## config.mk

```make
export PLATFORM = sky130hd
export DESIGN_NAME = forward_hazard_unit
export DESIGN_NICKNAME = d
export VERILOG_FILES = /design/src/rtl/forward_hazard_unit_pkg.sv /design/src/rtl/forward_hazard_unit_compare.sv /design/src/rtl/forward_hazard_unit.sv
export SDC_FILE = /design/constraint.sdc
export NUM_CORES = 1
export LEC_CHECK = 0
export CELL_PAD_IN_SITES_DETAIL_PLACEMENT = 1
export CELL_PAD_IN_SITES_GLOBAL_PLACEMENT = 1
export CORE_MARGIN = 2
export CORE_UTILIZATION = 43
export DETAILED_ROUTE_END_ITERATION = 7
export PLACE_DENSITY_LB_ADDON = 0.3
export SYNTH_ARGS = -nofsm -noshare
export SYNTH_HDL_FRONTEND = slang
export SYNTH_SLANG_ARGS = --single-unit
```

## constraint.sdc

```tcl
create_clock -name clk -period 3.5 [get_ports clk]
set_input_delay 0.875 -clock clk [delete_from_list [all_inputs] [get_ports clk]]
set_output_delay 0.875 -clock clk [all_outputs]
set_load 0.01 [all_outputs]
```

## src/rtl/forward_hazard_unit_pkg.sv

```systemverilog
// Shared definitions for the EX-stage forwarding / load-use hazard unit.
//   REG_W       : register index width
//   ZERO_REG    : index of XZR (never forwarded, never stalls)
//   pipe_meta_t : per-stage destination metadata carried down the shadow pipe
//   is_live     : stage holds a real instruction that writes a real register
package forward_hazard_unit_pkg;

    localparam int REG_W = 5;
    localparam logic [REG_W-1:0] ZERO_REG = 5'd31;

    typedef struct packed {
        logic             valid;
        logic [REG_W-1:0] rd;
        logic             regWrite;
        logic             memRead;
    } pipe_meta_t;

    function automatic logic is_live(input pipe_meta_t m);
        return m.valid & m.regWrite & (m.rd != ZERO_REG);
    endfunction

endpackage

```

## src/rtl/forward_hazard_unit_compare.sv

```systemverilog
// Producer/consumer match for one stage against one source index.
//   meta      : producer stage metadata
//   src       : consumer source register index
//   load_only : when set, only a load producer can hit (load-use check)
//   hit       : producer is live and writes the register the consumer reads
module fwd_compare
    import forward_hazard_unit_pkg::*;
(
    input  pipe_meta_t       meta,
    input  logic [REG_W-1:0] src,
    input  logic             load_only,
    output logic             hit
);

    assign hit = is_live(meta) & (meta.rd == src) & (~load_only | meta.memRead);

endmodule

```

## src/rtl/forward_hazard_unit.sv

```systemverilog
// Forwarding-mux selects and load-use stall for the EX stage of a LEGv8 pipe.
// Keeps ID/EX, EX/MEM and MEM/WB shadow copies of destination metadata and
// compares them against the EX-stage sources (ID/EX rn/rm).
//   clk, reset                : clock, asynchronous active-high reset
//   id_valid/rn/rm/rd         : decode-stage instruction fields
//   id_regWrite, id_memRead   : decode-stage control bits
//   flush                     : squash the instruction entering EX
//   fwdA_mem/fwdA_wb          : operand A selects (EX/MEM result / MEM/WB value)
//   fwdB_mem/fwdB_wb          : operand B selects
//   stall                     : hold PC and IF/ID, bubble ID/EX
module forward_hazard_unit
    import forward_hazard_unit_pkg::*;
(
    input  logic             clk,
    input  logic             reset,
    input  logic             id_valid,
    input  logic [REG_W-1:0] id_rn,
    input  logic [REG_W-1:0] id_rm,
    input  logic [REG_W-1:0] id_rd,
    input  logic             id_regWrite,
    input  logic             id_memRead,
    input  logic             flush,
    output logic             fwdA_mem,
    output logic             fwdA_wb,
    output logic             fwdB_mem,
    output logic             fwdB_wb,
    output logic             stall
);

    pipe_meta_t       idex, exmem, memwb;
    logic [REG_W-1:0] idex_rn, idex_rm;

    logic hit_a_mem, hit_a_wb, hit_b_mem, hit_b_wb;
    logic lu_rn, lu_rm;

    always_ff @(posedge clk or posedge reset) begin
        if (reset) begin
            idex    <= '0;
            exmem   <= '0;
            memwb   <= '0;
            idex_rn <= '0;
            idex_rm <= '0;
        end else begin
            memwb   <= exmem;
            exmem   <= idex;
            idex_rn <= id_rn;
            idex_rm <= id_rm;
            // A bubble keeps the indices but can never match as a producer
            // (regWrite=0) nor request forwarding as a consumer (valid=0).
            if (stall | flush) begin
                idex.valid    <= 1'b0;
                idex.rd       <= id_rd;
                idex.regWrite <= 1'b0;
                idex.memRead  <= 1'b0;
            end else begin
                idex.valid    <= id_valid;
                idex.rd       <= id_rd;
                idex.regWrite <= id_regWrite;
                idex.memRead  <= id_memRead;
            end
        end
    end

    fwd_compare u_cmp_a_mem (.meta(exmem), .src(idex_rn), .load_only(1'b0), .hit(hit_a_mem));
    fwd_compare u_cmp_a_wb  (.meta(memwb), .src(idex_rn), .load_only(1'b0), .hit(hit_a_wb));
    fwd_compare u_cmp_b_mem (.meta(exmem), .src(idex_rm), .load_only(1'b0), .hit(hit_b_mem));
    fwd_compare u_cmp_b_wb  (.meta(memwb), .src(idex_rm), .load_only(1'b0), .hit(hit_b_wb));

    // Load in ID/EX whose destination is read by the instruction in decode.
    fwd_compare u_cmp_lu_rn (.meta(idex), .src(id_rn), .load_only(1'b1), .hit(lu_rn));
    fwd_compare u_cmp_lu_rm (.meta(idex), .src(id_rm), .load_only(1'b1), .hit(lu_rm));

    // EX/MEM is the younger producer, so it wins; wb is masked by mem.
    assign fwdA_mem = hit_a_mem & idex.valid;
    assign fwdA_wb  = hit_a_wb  & idex.valid & ~fwdA_mem;
    assign fwdB_mem = hit_b_mem & idex.valid;
    assign fwdB_wb  = hit_b_wb  & idex.valid & ~fwdB_mem;

    assign stall = id_valid & (lu_rn | lu_rm);

endmodule

```

# After elaboration in Yosys (flattened, before gate mapping)
# Cells that the tools add are included.
# classes
n_eq_ne,9
muxes,1
n_bitwise,25
# op_table
cell,count
5-bit equality test,6
1-bit bitwise AND,21
"5-bit != test, second input constant",3
8-bit two-way mux,1
1-bit inverter,2
1-bit OR,2
# word_totals
register_bits,32
inputBits,21
out_inout_bits,5
wordCells,47

# Logic depth before layout (Yosys ltp)
# Gate-level depths: netlist (run 1).
# logic_depth
depth_word,8
depth_mapped,4
mapped_depth_nobuf,4

# By module
# A second synthesis (run 1) with hierarchy kept.
# hier_totals
cells_unflattened,118
hier_area_um2,1425.1
# modules_own_cells
mod,instances,cells_per_inst,area_per_inst_um2,seq_area_each_um2
forward_hazard_unit,1,46,922.1,850.8
fwd_compare,6,12,83.8,0.0

# Least setup slack after synthesis (run 1)
# Ideal clock, no wire load.
# synth_timing
path_kind,input to output
start,input id_rn[2]
end,output stall
arrival_time_ns,1.531
t_required_ns,2.625
slack_ns,1.094
cell_stages,4
n_path_buf,0
cell_sequence,xnor2_1 nand3_1 o22ai_1 and2_1
# synth_between
elab_chain_cells,5
# synth_lines
item,line_no,source
from (decl),forward_hazard_unit.sv:17,"input logic [REG_W-1:0] id_rn,"
5-bit equality test,forward_hazard_unit_compare.sv:15,assign hit = is_live(meta) & (meta.rd == src) & (~load_only | meta.memRead);
1-bit bitwise AND (2 in series),forward_hazard_unit_compare.sv:15,
1-bit OR,forward_hazard_unit.sv:79,assign stall = id_valid & (lu_rn | lu_rm);
1-bit bitwise AND,forward_hazard_unit.sv:79,
to (decl),forward_hazard_unit.sv:27,output logic stall
# Every way passes these cells.

# Worst setup path after layout (run 1)
# layout_timing
start,input id_rn[1]
end,output stall
# Same word-level chain as after synthesis.

==> results of run 1 <==
-- how the worst min path moves through the flow --
stage               end  cells past startpoint  slack [ns]     from
2_1_floorplan  exmem[1]                      0        0.35  idex[1]
3_3_place_gp   exmem[1]                      0        0.36  idex[1]
3_5_place_dp   exmem[1]                      0        0.37  idex[1]
4_1_cts        exmem[1]                      0        0.39  idex[1]
5_1_grt        exmem[1]                      0        0.41  idex[1]
6_report       exmem[1]                      0        0.39  idex[1]
-- registers in the layout, summed over array words and instances, names as in the netlist --
signal,count
memwb,7
idex_rm,5
exmem,7
idex,8
idex_rn,5
-- Yosys cell counts --
master	count
and3_1	2
a21oi_1	3
and2_1	1
xor2_1	8
a31oi_1	2
nand3_1	5
nor4_2	4
nand2b_1	3
o2111ai_2	1
dfrtp_1	32
xnor2_1	22
nand2_1	2
inv_1	2
nand4_1	4
o22ai_1	1
-- stage by stage --
stage | instance area, um^2 | worst slack [ns] | total power [mW]
floorplan | 1265 | 1.094 | 0.4523
global placement | 1562 | 0.02348 | 0.4873
detailed placement | 1562 | 0.008099 | 0.4933
CTS | 1613 | 0.006458 | 0.6693
global route | 1630 | 0.2977 | 0.6972
finish | 1630 | 0.4044 | 0.6602
-- layer usage --
layer,GRT usage (%),vias up
li1,-,379
met1,20.61,404
met2,32.79,28
met3,6.250,8
met4,9.967,0
met5,0,-
-- power by group through the flow --
stage / Sequential (mW) / Combinational [mW] / Clock (mW)
4_1_cts: 0.409 / 0.0799 / 0.180
3_3_place_gp: 0.415 / 0.0724 / 0
5_1_grt: 0.412 / 0.0885 / 0.197
2_1_floorplan: 0.411 / 0.0417 / 0
3_5_place_dp: 0.417 / 0.0767 / 0
6_report: 0.409 / 0.0803 / 0.171
-- cell usage in the layout (no fill, tap or decap), types with 2 or more instances in the layout --
cell type and instances:
dfrtp_1 32, clkdlybuf4s50_1 24, xnor2_1 20, xor2_1 8
nand3_1 5, clkbuf_4 5, nand4_1 4, nor4_2 4
nand2b_1 3, a21oi_1 3, xnor2_2 2, nand2_1 2
and3_1 2, a31oi_1 2, inv_1 2, buf_4 2
-- timing repair --
action,in CTS,in global routing
endpoints found under the hold margin,0,0
gates resized for setup,2,2
buffers inserted,0,1
pin swaps,1,1
setup endpoints to repair,1,1
-- kinds of logic (layout without fill, tap and decap cells) --
family / count (synthesis) / count (layout) / share of synthesized area [%]
buffers and inverters: 2 / 34 / 0.5937
XOR/XNOR: 30 / 30 / 20.77
AND/OR/NAND/NOR: 21 / 21 / 11.47
flip-flops: 32 / 32 / 63.30
AO/OA/AOI/OAI: 7 / 7 / 3.857
-- cell type report --
cell class,instances,area share (%)
multi-input cells,58,29.32
inverters,2,0.4605
flip-flops and latches,32,49.12
repair buffers,27,16.42
clock buffers,5,2.302
well taps,31,2.379
==> metrics, run 1 <==
status=finished clean; P_sw=0.1576 mW; max-slew violation count=0; number of global-route vias before repair=975; drt drc=0; combinational fraction of design power=12.2%; pin slew with the least headroom to its limit=0.3833 ns; Area Growth Syn to Fin=28.88%; GP Congestion=0.7580; I/O Pins=26; first-pass GRT wire length=4533 um; final hold vios=0; top-area cell type share of the netlist area=63.30%; met3 WL post-DR=103 um; CTS H-tree lvls=2; via count=819; clock skew=0.005303 ns; Tcrit/Tclk final=88.45%; Hold Slack=0.3879 ns; count of final setup violators=0; pwr/cell area=404.9 nW/um^2; Max stage delay on crit path=0.47 ns; Crit path depth=6; Sw Share=23.88%; hold_buf cts=0; Die Wd=58.24 um; row cnt=19; Crit. Startpoint=id_rn[1]; Crit path max-delay family=buffers and inverters; n_diodes=0; FF+latch area=800.8 um^2; sequential share of power=62.0%; net count after synthesis=113; worst-path fanout max=4; critical-path cell list=clkdlybuf4s50_1 -> xnor2_2 -> nand3_1 -> o22ai_2 -> and2_1 -> dlymetal6s2s_1; footprint of the multi-input gates=478.0 um^2; reg2reg path depth=5; CP Launch Type=input pin; drt first pass iters=4; clock share of power=25.9%; setup TNS=0 ns; critical path endpoint category=output pin; largest net degree at the start of global routing=33; Reg clk slew, reported paths=0.09 ns; RSZ-0062 raised after global routing=no; CTS tree=yes; layout cells sized above 1=12.10%; Synth area leaders=dfrtp_1 63%, xnor2_1 15%, xor2_1 5.5%, nor4_2 4.0%, nand3_1 2.0%; Placed Cells=149; Post-Syn Instances=92; routed wl met2=1442 um; Leakage=0.6767 nW; worst skew pair latency=0.31 ns; largest area contributor in the netlist=dfrtp_1; TritonCTS Buffers=5; filler cell count=278; Bufs and invs on worst path=2; Seq/Total Area, Yosys=63.30%; chip height=58.24 um; Worst Path Arrival=2.22 ns; FF+latch count, synth=32; HP Class=reg2reg; worst r2r src=idex[2]; Tot GR Track Use=18.99%; internal power=0.5026 mW; uppermost layer routed=met4; Reg2Reg Setup Slack=2.17 ns; CTS Root Cell=clkbuf_4; fin util=58.61%; Die ar.=3392 um^2; Core Region=2781 um^2; normalized max-slew margin=74.45%; gr ovfl total=0; Cell Area, Synth=1265 um^2; # port buffers=25; antenna violations before repair=0; DRT met1 WL=967 um; peak supply drop=375.5 uV; Non-Filler Instances=155; Initial Util=45.48%; syn avg cell area=13.75 um^2; Iter 0 DRT Violations=11; final wirelength=2608 um; Final ANT Viol Nets=0; DPL Wire Length=2085 um; critical path type=in2out; drt via density=5.284; Final nets=147; Critical Path RT=2.62 ns; Synth Warn #=0; Worst path slowest cell=clkdlybuf4s50_1; max cap viols=0; fin crit period=3.096 ns; Max Clk Rate=323.0 MHz; wire length per cell=16.83 um; Bufs on Longest Clock Path=2; Setup crit end=stall; Sink Count=32; post-synthesis cell type count=15; FF-to-FF End=idex[0]
(Power assumes the default switching activity.)
==> run 2, diff against run 1 <==
--- a/config.mk
+++ b/config.mk
@@ -7,7 +7,6 @@
 export LEC_CHECK = 0
 export CELL_PAD_IN_SITES_DETAIL_PLACEMENT = 1
 export CELL_PAD_IN_SITES_GLOBAL_PLACEMENT = 1
-export CORE_MARGIN = 2
 export CORE_UTILIZATION = 43
 export DETAILED_ROUTE_END_ITERATION = 7
 export PLACE_DENSITY_LB_ADDON = 0.3
==> run 2 against run 1 <==
  * Utilization up 1.5 points
  * Global-route usage up 0.28 points
  * First-iteration DRC count up 64%
  * Wire length down 1.9%
  * Non-clock buffer count unchanged
  * Clock power up 85%
  * Via count down 0.49%
  * Final cell count up 1.9%
  * Maximum frequency up 1.9%
  * Sequential cell count unchanged
  * Power up 22%
  * Sequential share of layout area down 1.2 points
==> metrics, run 2 (synthesis results as in run 1) <==
Largest regs=idex x8, exmem x7, memwb x7 (unchanged); Max stage delay on crit path=0.43 ns (was 0.47 ns); commonest non-fill, non-tap cells in the layout=32 x dfrtp_1, 24 x clkdlybuf4s50_1, 22 x xnor2_1, 8 x xor2_1 (was 32 x dfrtp_1, 24 x clkdlybuf4s50_1, 20 x xnor2_1, 8 x xor2_1); Reg clk slew, reported paths=0.10 ns (was 0.09 ns); drt drc=0 (unchanged); CP Launch Type=input pin (unchanged); gr ovfl total=0 (unchanged); Non-Filler Instances=158 (was 155); CTS H-tree lvls=2 (unchanged); clock skew=0.001916 ns (was 0.005303 ns); Die Wd=56.24 um (was 58.24 um); DPL Wire Length=1967 um (was 2085 um); placed inst area=1562 um^2 (unchanged); TritonCTS Buffers=5 (unchanged); final hold vios=0 (unchanged); peak supply drop=458.1 uV (was 375.5 uV); commonest non-fill, non-tap cell in the layout=dfrtp_1 (unchanged); chip height=56.24 um (was 58.24 um); Tot GR Track Use=19.27% (was 18.99%); RSZ-0062 raised after global routing=no (unchanged); Die ar.=3163 um^2 (was 3392 um^2); pin slew with the least headroom to its limit=0.3844 ns (was 0.3833 ns); CTS Root Cell=clkbuf_4 (unchanged); Max Clk Rate=329.1 MHz (was 323.0 MHz); wire length per cell=16.20 um (was 16.83 um); layout cells sized above 1=12.60% (was 12.10%); Area Growth Syn to Fin=32.24% (was 28.88%); max-slew violation count=0 (unchanged); normalized max-slew margin=74.38% (was 74.45%); fin util=60.14% (was 58.61%); Worst Path Arrival=2.16 ns (was 2.22 ns); Bufs on Longest Clock Path=2 (unchanged); via count=815 (was 819); pwr/cell area=480.0 nW/um^2 (was 404.9 nW/um^2); Final nets=147 (unchanged); Critical Path RT=2.62 ns (about the same); post-route cell area=1673 um^2 (was 1630 um^2); critical path endpoint category=output pin (unchanged); largest net degree at the start of global routing=33 (unchanged); Crit path max-delay family=buffers and inverters (unchanged); worst skew pair latency=0.32 ns (was 0.31 ns); Biggest register=idex (unchanged); HP Class=reg2reg (unchanged); drt via density=5.158 (was 5.284); Tcrit/Tclk final=86.83% (was 88.45%); number of global-route vias before repair=951 (was 975); Core Region=2781 um^2 (unchanged); n_diodes=0 (unchanged); fin crit period=3.039 ns (was 3.096 ns); total power=0.8030 mW (was 0.6602 mW); Final ANT Viol Nets=0 (unchanged); count of final setup violators=0 (unchanged); setup TNS=0 ns (unchanged); hold_buf cts=0 (unchanged); worst-path fanout max=3 (was 4); critical-path cell list=clkdlybuf4s50_1 -> xnor2_1 -> nand3_1 -> o22ai_2 -> and2_1 -> dlymetal6s2s_1 (was clkdlybuf4s50_1 -> xnor2_2 -> nand3_1 -> o22ai_2 -> and2_1 -> dlymetal6s2s_1); critical path type=in2out (unchanged); status=finished clean (unchanged); Iter 0 DRT Violations=18 (was 11); Sw Share=22.31% (was 23.88%); row cnt=19 (unchanged); GP Congestion=0.7731 (was 0.7580); Bufs and invs on worst path=2 (unchanged); clock share of power=39.4% (was 25.9%); Sink Count=32 (unchanged); combinational fraction of design power=9.6% (was 12.2%); P_sw=0.1792 mW (was 0.1576 mW); max cap viols=0 (unchanged); Placed Cells=149 (unchanged); # port buffers=25 (unchanged); internal power=0.6238 mW (was 0.5026 mW); Leakage=0.6941 nW (was 0.6767 nW); Worst path slowest cell=clkdlybuf4s50_1 (unchanged); antenna violations before repair=0 (unchanged); drt first pass iters=4 (unchanged); final wirelength=2559 um (was 2608 um); CTS tree=yes (unchanged); first-pass GRT wire length=4388 um (was 4533 um); max FFs per register=8 (unchanged); I/O Pins=26 (unchanged); sequential share of power=51.0% (was 62.0%); Initial Util=45.48% (unchanged)
## run 2: changes by cell type in the layout (fill, tap and decap cells not counted), sizes merged
| cell | before | now |
|---|---|---|
| bufinv | 0 | 1 |
| clkbuf | 5 | 7 |
## run 2: final cells by class
class	count	area, um^2
clock buffers	7	65.06
flip-flops and latches	32	800.8
fillers	280	1109
well taps	31	38.79
inverters	2	7.507
repair buffers	27	267.8
clock inverters	1	30.03
multi-input cells	58	462.9
## run 2: power by group through the flow
| stage | registers (mW) | clock network [mW] | logic [mW] |
|---|---|---|---|
| 2_1_floorplan | 0.411 | 0 | 0.0417 |
| 3_3_place_gp | 0.415 | 0 | 0.0725 |
| 3_5_place_dp | 0.416 | 0 | 0.0761 |
| 4_1_cts | 0.409 | 0.322 | 0.0778 |
| 5_1_grt | 0.412 | 0.340 | 0.0841 |
| 6_report | 0.409 | 0.317 | 0.0771 |
## run 2: metrics by stage
stage | hold WS [ns] | setup WS [ns]
after floorplan | 0.3538 | 1.094
after global placement | 0.3632 | 0.02620
after detailed placement | 0.3619 | -0.002905
after CTS | 0.3912 | 0.01783
after global routing | 0.4066 | 0.3325
final | 0.3908 | 0.4610
## run 2: worst paths after layout
path | cells past startpoint | slack [ns] | endpoint | startpoint
setup / recovery | 6 | 0.46 | stall | id_rn[1]
hold / removal | 0 | 0.39 | exmem[1] | idex[1]
setup reg to reg | 5 | 2.20 | idex[1] | idex[6]
hold reg to reg | 0 | 0.39 | exmem[1] | idex[1]
max in group asynchronous | 3 | 2.29 | memwb[5] | reset
min in group asynchronous | 3 | 0.94 | idex[3] | reset
## run 2: worst reg2reg max path, cell delays in order, from the launching register on
cell,delay (ns)
dfrtp_1,0.47
xnor2_1,0.20
nand2_1,0.10
o22ai_2,0.22
buf_4,0.15
a21oi_1,0.05
## run 2: repair_timing
item	CTS	global route
pin swaps	0	1
setup endpoints to repair	1	1
gates resized for setup	1	1
buffers inserted	0	1
hold endpoints to repair	0	0
## run 2: routing by layer
metal  global-route usage, %  share of wire [%]
met3                   5.116                4.3
met4                   10.10                3.5
met5                       0                  0
met2                   33.67                 52
met1                   21.34                 40
